===== src/rtl/mem_c_tile_writer.sv =====
// rtl/mem_c_tile_writer.sv - drains result-FIFO beats into strided C-tile memory writes
// Optional feature macro: CFG_EDGE_MASK_EN (partial edge tiles with byte-masked strobes)
module mem_c_tile_writer #(
  parameter int BUS_WIDTH_BYTES  = 32,
  parameter int DATA_WIDTH_BYTES = 2,
  parameter int ARRAY_HEIGHT     = 4,
  parameter int ARRAY_WIDTH      = 32,
  parameter int ADDR_WIDTH       = 32
) (
  input  logic                       clk,
  input  logic                       reset_n,
  input  logic                       start_i,
  input  logic                       abort_i,
  input  logic [15:0]                m_i,
  input  logic [15:0]                p_i,
  input  logic [15:0]                ld_c_i,
  input  logic [ADDR_WIDTH-1:0]      base_addr_c_i,
  input  logic                       fifo_empty_i,
  output logic                       fifo_pop_o,
  output logic                       wr_valid_o,
  input  logic                       wr_ready_i,
  output logic [ADDR_WIDTH-1:0]      wr_addr_o,
  output logic [BUS_WIDTH_BYTES-1:0] wr_strb_o,
  output logic                       busy_o,
  output logic                       tile_done_o,
  output logic                       op_done_o,
  output logic                       cfg_err_o
);

  localparam int EPB = BUS_WIDTH_BYTES / DATA_WIDTH_BYTES;
  localparam int BPR = ARRAY_WIDTH / EPB;

  typedef enum logic [1:0] {IDLE, RUN, DONE} state_t;
  state_t state_q, state_d;

  logic [31:0] base_q;
  logic [15:0] m_q, p_q, ld_q, tr_last_q, tc_last_q;
  logic [15:0] tr_q, tc_q, r_q, b_q;
  logic [15:0] tr_n, tc_n, r_n, b_n;
  logic        in_range_q;
  logic        cfg_zero, cfg_legal, start_ok, load, tile_end, op_end;

  function automatic logic [31:0] beat_addr(input logic [31:0] base, input logic [15:0] ld,
                                            input logic [15:0] tr, input logic [15:0] tc,
                                            input logic [15:0] r, input logic [15:0] b);
    logic [31:0] row, col;
    row = 32'(tr) * ARRAY_HEIGHT + 32'(r);
    col = 32'(tc) * ARRAY_WIDTH + 32'(b) * EPB;
    return base + (row * 32'(ld) + col) * DATA_WIDTH_BYTES;
  endfunction

  function automatic logic beat_in_range(input logic [15:0] m, input logic [15:0] p,
                                         input logic [15:0] tr, input logic [15:0] tc,
                                         input logic [15:0] r, input logic [15:0] b);
    logic [31:0] row, col;
    row = 32'(tr) * ARRAY_HEIGHT + 32'(r);
    col = 32'(tc) * ARRAY_WIDTH + 32'(b) * EPB;
    return (row < 32'(m)) && (col < 32'(p));
  endfunction

`ifdef CFG_EDGE_MASK_EN
  // Enable only the element lanes whose column falls inside the C matrix.
  function automatic logic [BUS_WIDTH_BYTES-1:0] edge_strb(input logic [15:0] p,
                                                           input logic [15:0] tc,
                                                           input logic [15:0] b);
    logic [BUS_WIDTH_BYTES-1:0] s;
    logic [31:0]                col;
    s   = '0;
    col = 32'(tc) * ARRAY_WIDTH + 32'(b) * EPB;
    for (int e = 0; e < EPB; e++)
      if (col + 32'(e) < 32'(p)) s[e*DATA_WIDTH_BYTES +: DATA_WIDTH_BYTES] = '1;
    return s;
  endfunction
  assign cfg_legal = 1'b1;
`else
  assign cfg_legal = ((32'(m_i) % 32'(ARRAY_HEIGHT)) == 32'd0) &&
                     ((32'(p_i) % 32'(ARRAY_WIDTH)) == 32'd0);
`endif

  assign cfg_zero = (m_i == 16'd0) || (p_i == 16'd0);
  assign start_ok = (state_q == IDLE) && start_i && !abort_i;
  assign load     = start_ok && !cfg_zero && cfg_legal;
  assign tile_end = (r_q == 16'(ARRAY_HEIGHT - 1)) && (b_q == 16'(BPR - 1));
  assign op_end   = tile_end && (tc_q == tc_last_q) && (tr_q == tr_last_q);

  // Beat handshake: writes go out only for in-range beats; out-of-range beats are drained.
  always_comb begin
    wr_valid_o  = 1'b0;
    fifo_pop_o  = 1'b0;
    if (state_q == RUN && !abort_i) begin
      wr_valid_o = in_range_q && !fifo_empty_i;
      fifo_pop_o = in_range_q ? (!fifo_empty_i && wr_ready_i) : !fifo_empty_i;
    end
    tile_done_o = fifo_pop_o && tile_end;
    op_done_o   = (state_q == DONE) && !abort_i;
    busy_o      = (state_q != IDLE);
  end

  // Next beat position: row fastest, then beat within the row, then tile column, then tile row.
  always_comb begin
    tr_n = tr_q;
    tc_n = tc_q;
    r_n  = r_q + 16'd1;
    b_n  = b_q;
    if (r_q == 16'(ARRAY_HEIGHT - 1)) begin
      r_n = '0;
      if (b_q == 16'(BPR - 1)) begin
        b_n = '0;
        if (tc_q == tc_last_q) begin
          tc_n = '0;
          tr_n = tr_q + 16'd1;
        end else begin
          tc_n = tc_q + 16'd1;
        end
      end else begin
        b_n = b_q + 16'd1;
      end
    end
  end

  // Next-state logic; abort wins over everything including a simultaneous start.
  always_comb begin
    state_d = state_q;
    if (abort_i) begin
      state_d = IDLE;
    end else begin
      case (state_q)
        IDLE:    if (start_i && cfg_zero) state_d = DONE;
                 else if (load)           state_d = RUN;
        RUN:     if (fifo_pop_o && op_end) state_d = DONE;
        DONE:    state_d = IDLE;
        default: state_d = IDLE;
      endcase
    end
  end

  // State register.
  always_ff @(posedge clk or negedge reset_n) begin
    if (!reset_n) state_q <= IDLE;
    else          state_q <= state_d;
  end

  // Config capture, beat counters and the registered address/strobe of the presented beat.
  always_ff @(posedge clk or negedge reset_n) begin
    if (!reset_n) begin
      base_q <= '0; m_q <= '0; p_q <= '0; ld_q <= '0; tr_last_q <= '0; tc_last_q <= '0;
      tr_q <= '0; tc_q <= '0; r_q <= '0; b_q <= '0;
      in_range_q <= 1'b0; wr_addr_o <= '0; wr_strb_o <= '0; cfg_err_o <= 1'b0;
    end else begin
      cfg_err_o <= start_ok && !cfg_zero && !cfg_legal;
      if (abort_i) begin
        tr_q <= '0; tc_q <= '0; r_q <= '0; b_q <= '0;
        in_range_q <= 1'b0; wr_addr_o <= '0; wr_strb_o <= '0;
      end else if (load) begin
        base_q     <= 32'(base_addr_c_i);
        m_q        <= m_i;
        p_q        <= p_i;
        ld_q       <= ld_c_i;
        tr_last_q  <= 16'((32'(m_i) - 32'd1) / 32'(ARRAY_HEIGHT));
        tc_last_q  <= 16'((32'(p_i) - 32'd1) / 32'(ARRAY_WIDTH));
        tr_q <= '0; tc_q <= '0; r_q <= '0; b_q <= '0;
        in_range_q <= 1'b1;
        wr_addr_o  <= ADDR_WIDTH'(32'(base_addr_c_i));
`ifdef CFG_EDGE_MASK_EN
        wr_strb_o  <= edge_strb(p_i, 16'd0, 16'd0);
`else
        wr_strb_o  <= '1;
`endif
      end else if (fifo_pop_o && !op_end) begin
        tr_q <= tr_n; tc_q <= tc_n; r_q <= r_n; b_q <= b_n;
        in_range_q <= beat_in_range(m_q, p_q, tr_n, tc_n, r_n, b_n);
        wr_addr_o  <= ADDR_WIDTH'(beat_addr(base_q, ld_q, tr_n, tc_n, r_n, b_n));
`ifdef CFG_EDGE_MASK_EN
        wr_strb_o  <= edge_strb(p_q, tc_n, b_n);
`else
        wr_strb_o  <= '1;
`endif
      end
    end
  end

endmodule


===== config.mk =====
export PLATFORM = sky130hd
export DESIGN_NAME = mem_c_tile_writer
export DESIGN_NICKNAME = d
export VERILOG_FILES = /design/src/rtl/mem_c_tile_writer.sv
export SDC_FILE = /design/constraint.sdc
export NUM_CORES = 1
export LEC_CHECK = 0
export ABC_AREA = 0
export CORE_UTILIZATION = 53
export DETAILED_ROUTE_END_ITERATION = 8
export PLACE_DENSITY = 0.85
export SETUP_SLACK_MARGIN = 0.02
export SLEW_MARGIN = 20
export SYNTH_ARGS = -nofsm -noshare
export SYNTH_HDL_FRONTEND = slang
export SYNTH_SLANG_ARGS = --single-unit

===== constraint.sdc =====
create_clock -name clk -period 14 [get_ports clk]
set_input_delay 1.4 -clock clk [delete_from_list [all_inputs] [get_ports clk]]
set_output_delay 1.4 -clock clk [all_outputs]
set_load 0.1 [all_outputs]

# == Word-level counts from Yosys, hierarchy flattened ==
# Index checks and enable logic that the tools add are counted.
# classes
addsub,10
n_mul,1
order_cmp,2
eq_ne,8
n_mux,38
n_bitwise,1
reduce_logical,33
# ops
operator,count
$mux W16,21
$mux W32,6
$add A16 B1 Y16 const B,4
$logic_not A32 Y1,2
$lt A32 B16 Y1,2
$sub A16 B1 Y17 const B,2
$add A32 B32 Y32,1
$eq A16 B16 Y1,2
$logic_not A16 Y1,2
$add A31 B22 Y31,1
$mul A19 B16 Y31,1
$add A21 B20 Y22,1
$add A18 B16 Y19,1
$logic_and A1 B1 Y1,18
$eq A16 B1 Y1 const B,1
$eq A16 B2 Y1 const B,1
$mux W2,4
$mux W1,6
$logic_not A1 Y1,5
$ne A4 B3 Y1 const B,1
$pmux W2 S2,1
$reduce_and A2 Y1,2
$ne A3 B2 Y1 const B,1
$reduce_bool A3 Y1,1
other kinds (6),6
# word_totals
register_bits,244
in_bits,86
word_cells,108

# == Depth between registers and ports, before layout ==
# depth
word_depth,11
depth_mapped,50

# == Worst setup path after synthesis ==
# OpenSTA, ideal clock, no wires.
# synth_path
path_type,reg2reg
start,reg tc_last_q[14]
end,reg wr_addr_o[31]
setup_ns,0.130
arrival_ns,10.958
t_required_ns,13.870
path_slack_ns,2.912
path_stages_with_launch,44
path_buffers,1
synth_period_minus_slack_ns,11.088
path_cell_list,dfrtp_1 or4_4 o22ai_2 nand4_4 nor2_1 inv_1 nor2_1 nand4_1 nor2_1 xor2_1 ha_1 or3_1 o31ai_1 o2111ai_1 a21oi_1 or2_2 xor2_1 clkbuf_1 [... 8 more ...] fa_1 inv_1 ha_1 a21o_1 a21o_1 nand2b_1 o221a_2 o211a_1 o21a_1 o311ai_0 ha_1 a21oi_1 nand3_1 o21ai_0 o21ai_0 xnor3_1 xor2_1 o211ai_2
# synth_between
elab_chain_cells,11
elab_cells_between_ends,20
cone_classes,4 x add/sub; 1 x mul; 1 x eq/ne; 9 x mux; 5 x reduce/logical
# synth_lines
item,line,rtl
start: declaration,37,"logic [15:0] m_q, p_q, ld_q, tr_last_q, tc_last_q;"
start signal: assignment,160,tc_last_q <= 16'((32'(p_i) - 32'd1) / 32'(ARRAY_WIDTH));
$eq A16 B16 Y1 (*),"84, 109",
$mux W16,109,if (tc_q == tc_last_q) begin
$mux W16,107,if (b_q == 16'(BPR - 1)) begin
$mux W16,105,if (r_q == 16'(ARRAY_HEIGHT - 1)) begin
$add A18 B16 Y19,47,row = 32'(tr) * ARRAY_HEIGHT + 32'(r);
$mul A19 B16 Y31,49,return base + (row * 32'(ld) + col) * DATA_WIDTH_BYTES;
$add A31 B22 Y31,49,
$add A32 B32 Y32,49,
$mux W32,169,end else if (fifo_pop_o && !op_end) begin
$mux W32,154,end else if (load) begin
$mux W32,151,if (abort_i) begin
end signal: assignment,163,wr_addr_o <= ADDR_WIDTH'(32'(base_addr_c_i));
end signal: assignment,172,"wr_addr_o <= ADDR_WIDTH'(beat_addr(base_q, ld_q, tr_n, tc_n, r_n, b_n));"
end: declaration,22,"output logic [ADDR_WIDTH-1:0] wr_addr_o,"
# Mark *: on every way between the ends. The rest lies on a longest branch, timed or not. The select of a mux whose other input is x is not followed.
# A chain may end at the register's enable or synchronous reset.

# == Worst setup path in the final report ==
# layout_path
start,reg r_q[0]
end,reg wr_addr_o[31]
# layout_between
elab_chain_cells,9
elab_cells_between_ends,20
cone_classes,5 x add/sub; 1 x mul; 1 x eq/ne; 7 x mux; 6 x reduce/logical
# layout_lines
item,line,rtl
start: declaration,38,"logic [15:0] tr_q, tc_q, r_q, b_q;"
start signal: assignment,170,tr_q <= tr_n; tc_q <= tc_n; r_q <= r_n; b_q <= b_n;
$add A16 B1 Y16 / $eq A16 B2 Y1 (equally long branches),"103, 83, 105",
$mux W16,105,
$add A18 B16 Y19,47,
$mul A19 B16 Y31,49,
$add A31 B22 Y31,49,
$add A32 B32 Y32,49,
$mux W32,169,
$mux W32,154,
$mux W32,151,
# Parallel ways exist; a longest one is shown, timed or not. The select of a mux whose other input is x is not followed.

==> run summary <==
status = complete, no violations
FF+latch area = 5205 um2
slowest cell on the critical path = nor3_1
Clock Path Buffers = 3
die width = 213.0 um
Starting Density = 0.5432
hold-fix buffers at CTS = 0
final slew viol count = 0
P&R area growth vs syn = 11.27%
syn nets = 3294
first-pass GRT wire length = 106.0 mm
worst-margin pin slew = 1040 ps
vias in the first global route = 20340
Syn Std Cell Area = 23610 um2
Crit Path Class = reg2reg
Post-synth EDFFs = 0
clock slew at reported path FFs = 70 ps
number of synthesized register bits = 208
Routed Antenna Nets = 0
top post-synthesis cells by area = dfrtp_1 (22%), fa_1 (21%), ha_1 (9.5%), nand2_1 (7.3%), inv_1 (6.2%)
Max transition margin = 0.3065
Clock Skew = 25.26 ps
Core Util, Final = 0.6044
endpoints failing setup = 0
total grt overflow = 0
Yosys top cell area share = 0.2205
Fin. Hold Viols = 0
adder-cell share of the synthesized area = 0.3091
Buf/Inv on CP = 5
Post-CTS Setup Bufs = 0
die area = 45390 um2
setup TNS = 0 ps
Final WS setup = 1520 ps
Final #Nets = 3349
critical path required time = 14460 ps
1st-pass router iterations = 6
Simple-Gate Fraction of Synth Area = 0.1993
Synth Area in XOR/XNOR = 0.07315
ant diodes = 0
Stages on worst setup path = 43
ys async rst share = 1.000
root buf cell = clkbuf_16
largest family of logic cells by synthesized area = adder cells
crit path DAT = 12940 ps
unrepaired setup endpoints after global routing = no
Most used DFF post-synth = dfrtp_1
IO buf count = 155
clk_lat worst skew = 600 ps
Multi-input gate area = 16280 um2
Die H = 213.0 um
routed wire length = 65.97 mm
CTS tree = done
fill count = 3687
Syn Inst Count = 2776
TritonCTS buffer count = 26
Yosys cell types = 72
Via density = 5.707
max_cap viols = 0
leakage power = 13.34 nW
# resized after CTS = 0
max frequency = 80.13 MHz
initial antenna violation count = 0
WHS Path Cells = 2
number of warnings issued by yosys = 0
fin crit share = 0.8914
initial drt markers = 1668
largest net degree at the start of global routing = 93
Residual DRC = 0
WL per Instance = 19.21 um
post-synth top area cell = dfrtp_1
Num Clock Sinks = 208
Final GP Congestion = 0.9913
Crit Path Max Fanout = 8
maximum vdd drop = 0.06980 mV
delay-heaviest family, CP = adder cells
multiplexer share of the synthesized area = 0.002332
pre-CTS WS = 1792 ps
Seq/Total Area, Yosys = 0.2205
Post-Syn Area per Cell = 8.503 um2
CP Launch Type = register
total number of vias = 19597
layout cells sized above 1 = 0.03756
Tot Pwr = 1.633 mW
P per Cell Area = 62.19 nW/um2
Most Frequent Cell on Critical Path = fa_1
total track usage = 0.3009
Synth Area in Compound Gates = 0.1026
Max stage delay on crit path = 820 ps
post-DP HPWL = 50.34 mm
Critical Path Sink Type = register
worst reg-to-reg path cell count = 43
worst min-delay path category = reg2reg
H-tree levels = 1
core area = 43460 um2
crit path time final = 12480 ps
I/O Pins = 156
site row count = 76
synthesized netlist by cell type, drive strengths merged (41+ instances only):
| cell | number |
|---|---|
| nor2 | 158 |
| fa | 252 |
| dfrtp | 208 |
| and2 | 130 |
| a21o | 41 |
| clkbuf | 102 |
| buf | 55 |
| o21ai | 130 |
| nand3 | 43 |
| xor2 | 101 |
| nand2 | 456 |
| a21oi | 123 |
| inv | 387 |
| xnor2 | 91 |
| ha | 180 |
power breakdown:
group / internal (mW) / switching [mW]
sequential: 0.622 / 0.0294
combinational: 0.0966 / 0.226
clock: 0.359 / 0.301
total: 1.08 / 0.556
layer usage:
layer	wire, um	track usage
met1	25830	0.3857
met2	31440	0.5012
met3	5737	0.05574
met4	2958	0.1226
met5	0	0
tightest hold or removal path: cells and delay by family, from the launching register on:
family / cells / cell delay, ps
flip-flops: 1 / 350
AND/OR/NAND/NOR: 2 / 110
registers in the layout (all words and copies together), names as in the netlist:
name        cells
base_q         32
wr_addr_o      32
b_q            16
ld_q           16
m_q            16
p_q            16
r_q            16
tc_q           16
tr_q           16
tr_last_q      15
tc_last_q      12
state_q         2
cfg_err_o       1
in_range_q      1
wr_strb_o       1
path summary, 6_finish.rpt:
check	from	to	slack, ps
max reg2reg	r_q[0]	wr_addr_o[31]	1520
min	base_q[1]	base_q[1]	480
max in group asynchronous	reset_n	ld_q[10]	11740
max	r_q[0]	wr_addr_o[31]	1520
min reg2reg	base_q[1]	base_q[1]	480
min in group asynchronous	reset_n	wr_addr_o[6]	820
through the flow:
| stage | std cells | hold slack [ps] | instance area [um2] |
|---|---|---|---|
| global placement | 3388 | 453.7 | 25430 |
| floorplan | 2776 | 435.1 | 23610 |
| global route | 3434 | 501.6 | 26270 |
| detailed placement | 3388 | 471.0 | 25430 |
| finish | 3434 | 482.7 | 26270 |
| CTS | 3434 | 486.5 | 26250 |
layout make-up:
type                            count  share of cell area
Clock buffer                       33             0.02653
Inverter                          387             0.05531
Timing Repair Buffer              184             0.06750
Tap cell                          585             0.02787
Multi-Input combinational cell   2024              0.6199
Sequential cell                   208              0.1982
Clock inverter                     13            0.004668
cells in the final DEF, fill, tap and decap left out, drive strengths merged, types with 4 or more instances in the layout:
master	Yosys	final
a31o	4	4
o21a	15	15
nor4b	5	5
a21oi	123	123
nand4	18	18
nor4	21	21
xnor2	91	91
nor3	37	37
and3	22	22
a31oi	7	7
or2	8	8
nor2b	24	24
nand2	456	456
fa	252	252
or3	27	27
clkbuf	102	34
nor2	158	158
nand3	43	43
nor3b	6	6
o21bai	13	13
a211oi	15	15
ha	180	180
and4	4	4
clkdlybuf4s50	0	154
nand2b	24	24
clkinv	0	6
o21ai	130	130
a21o	41	41
and2	130	130
mux2i	4	4
a211o	4	4
dfrtp	208	208
o211ai	7	7
buf	55	29
o2111ai	5	5
inv	387	391
xor2	101	101
o31ai	10	10
or4	7	7
cell families (layout without fill, tap and decap cells):
family	Yosys count	in the layout
flops	208	208
xor+xnor	194	194
buf+inv	544	617
mux	5	5
fa+ha+maj	432	432
simple gates	993	993
compound gates	400	400
No activity file was read; power rests on OpenSTA's default activity.
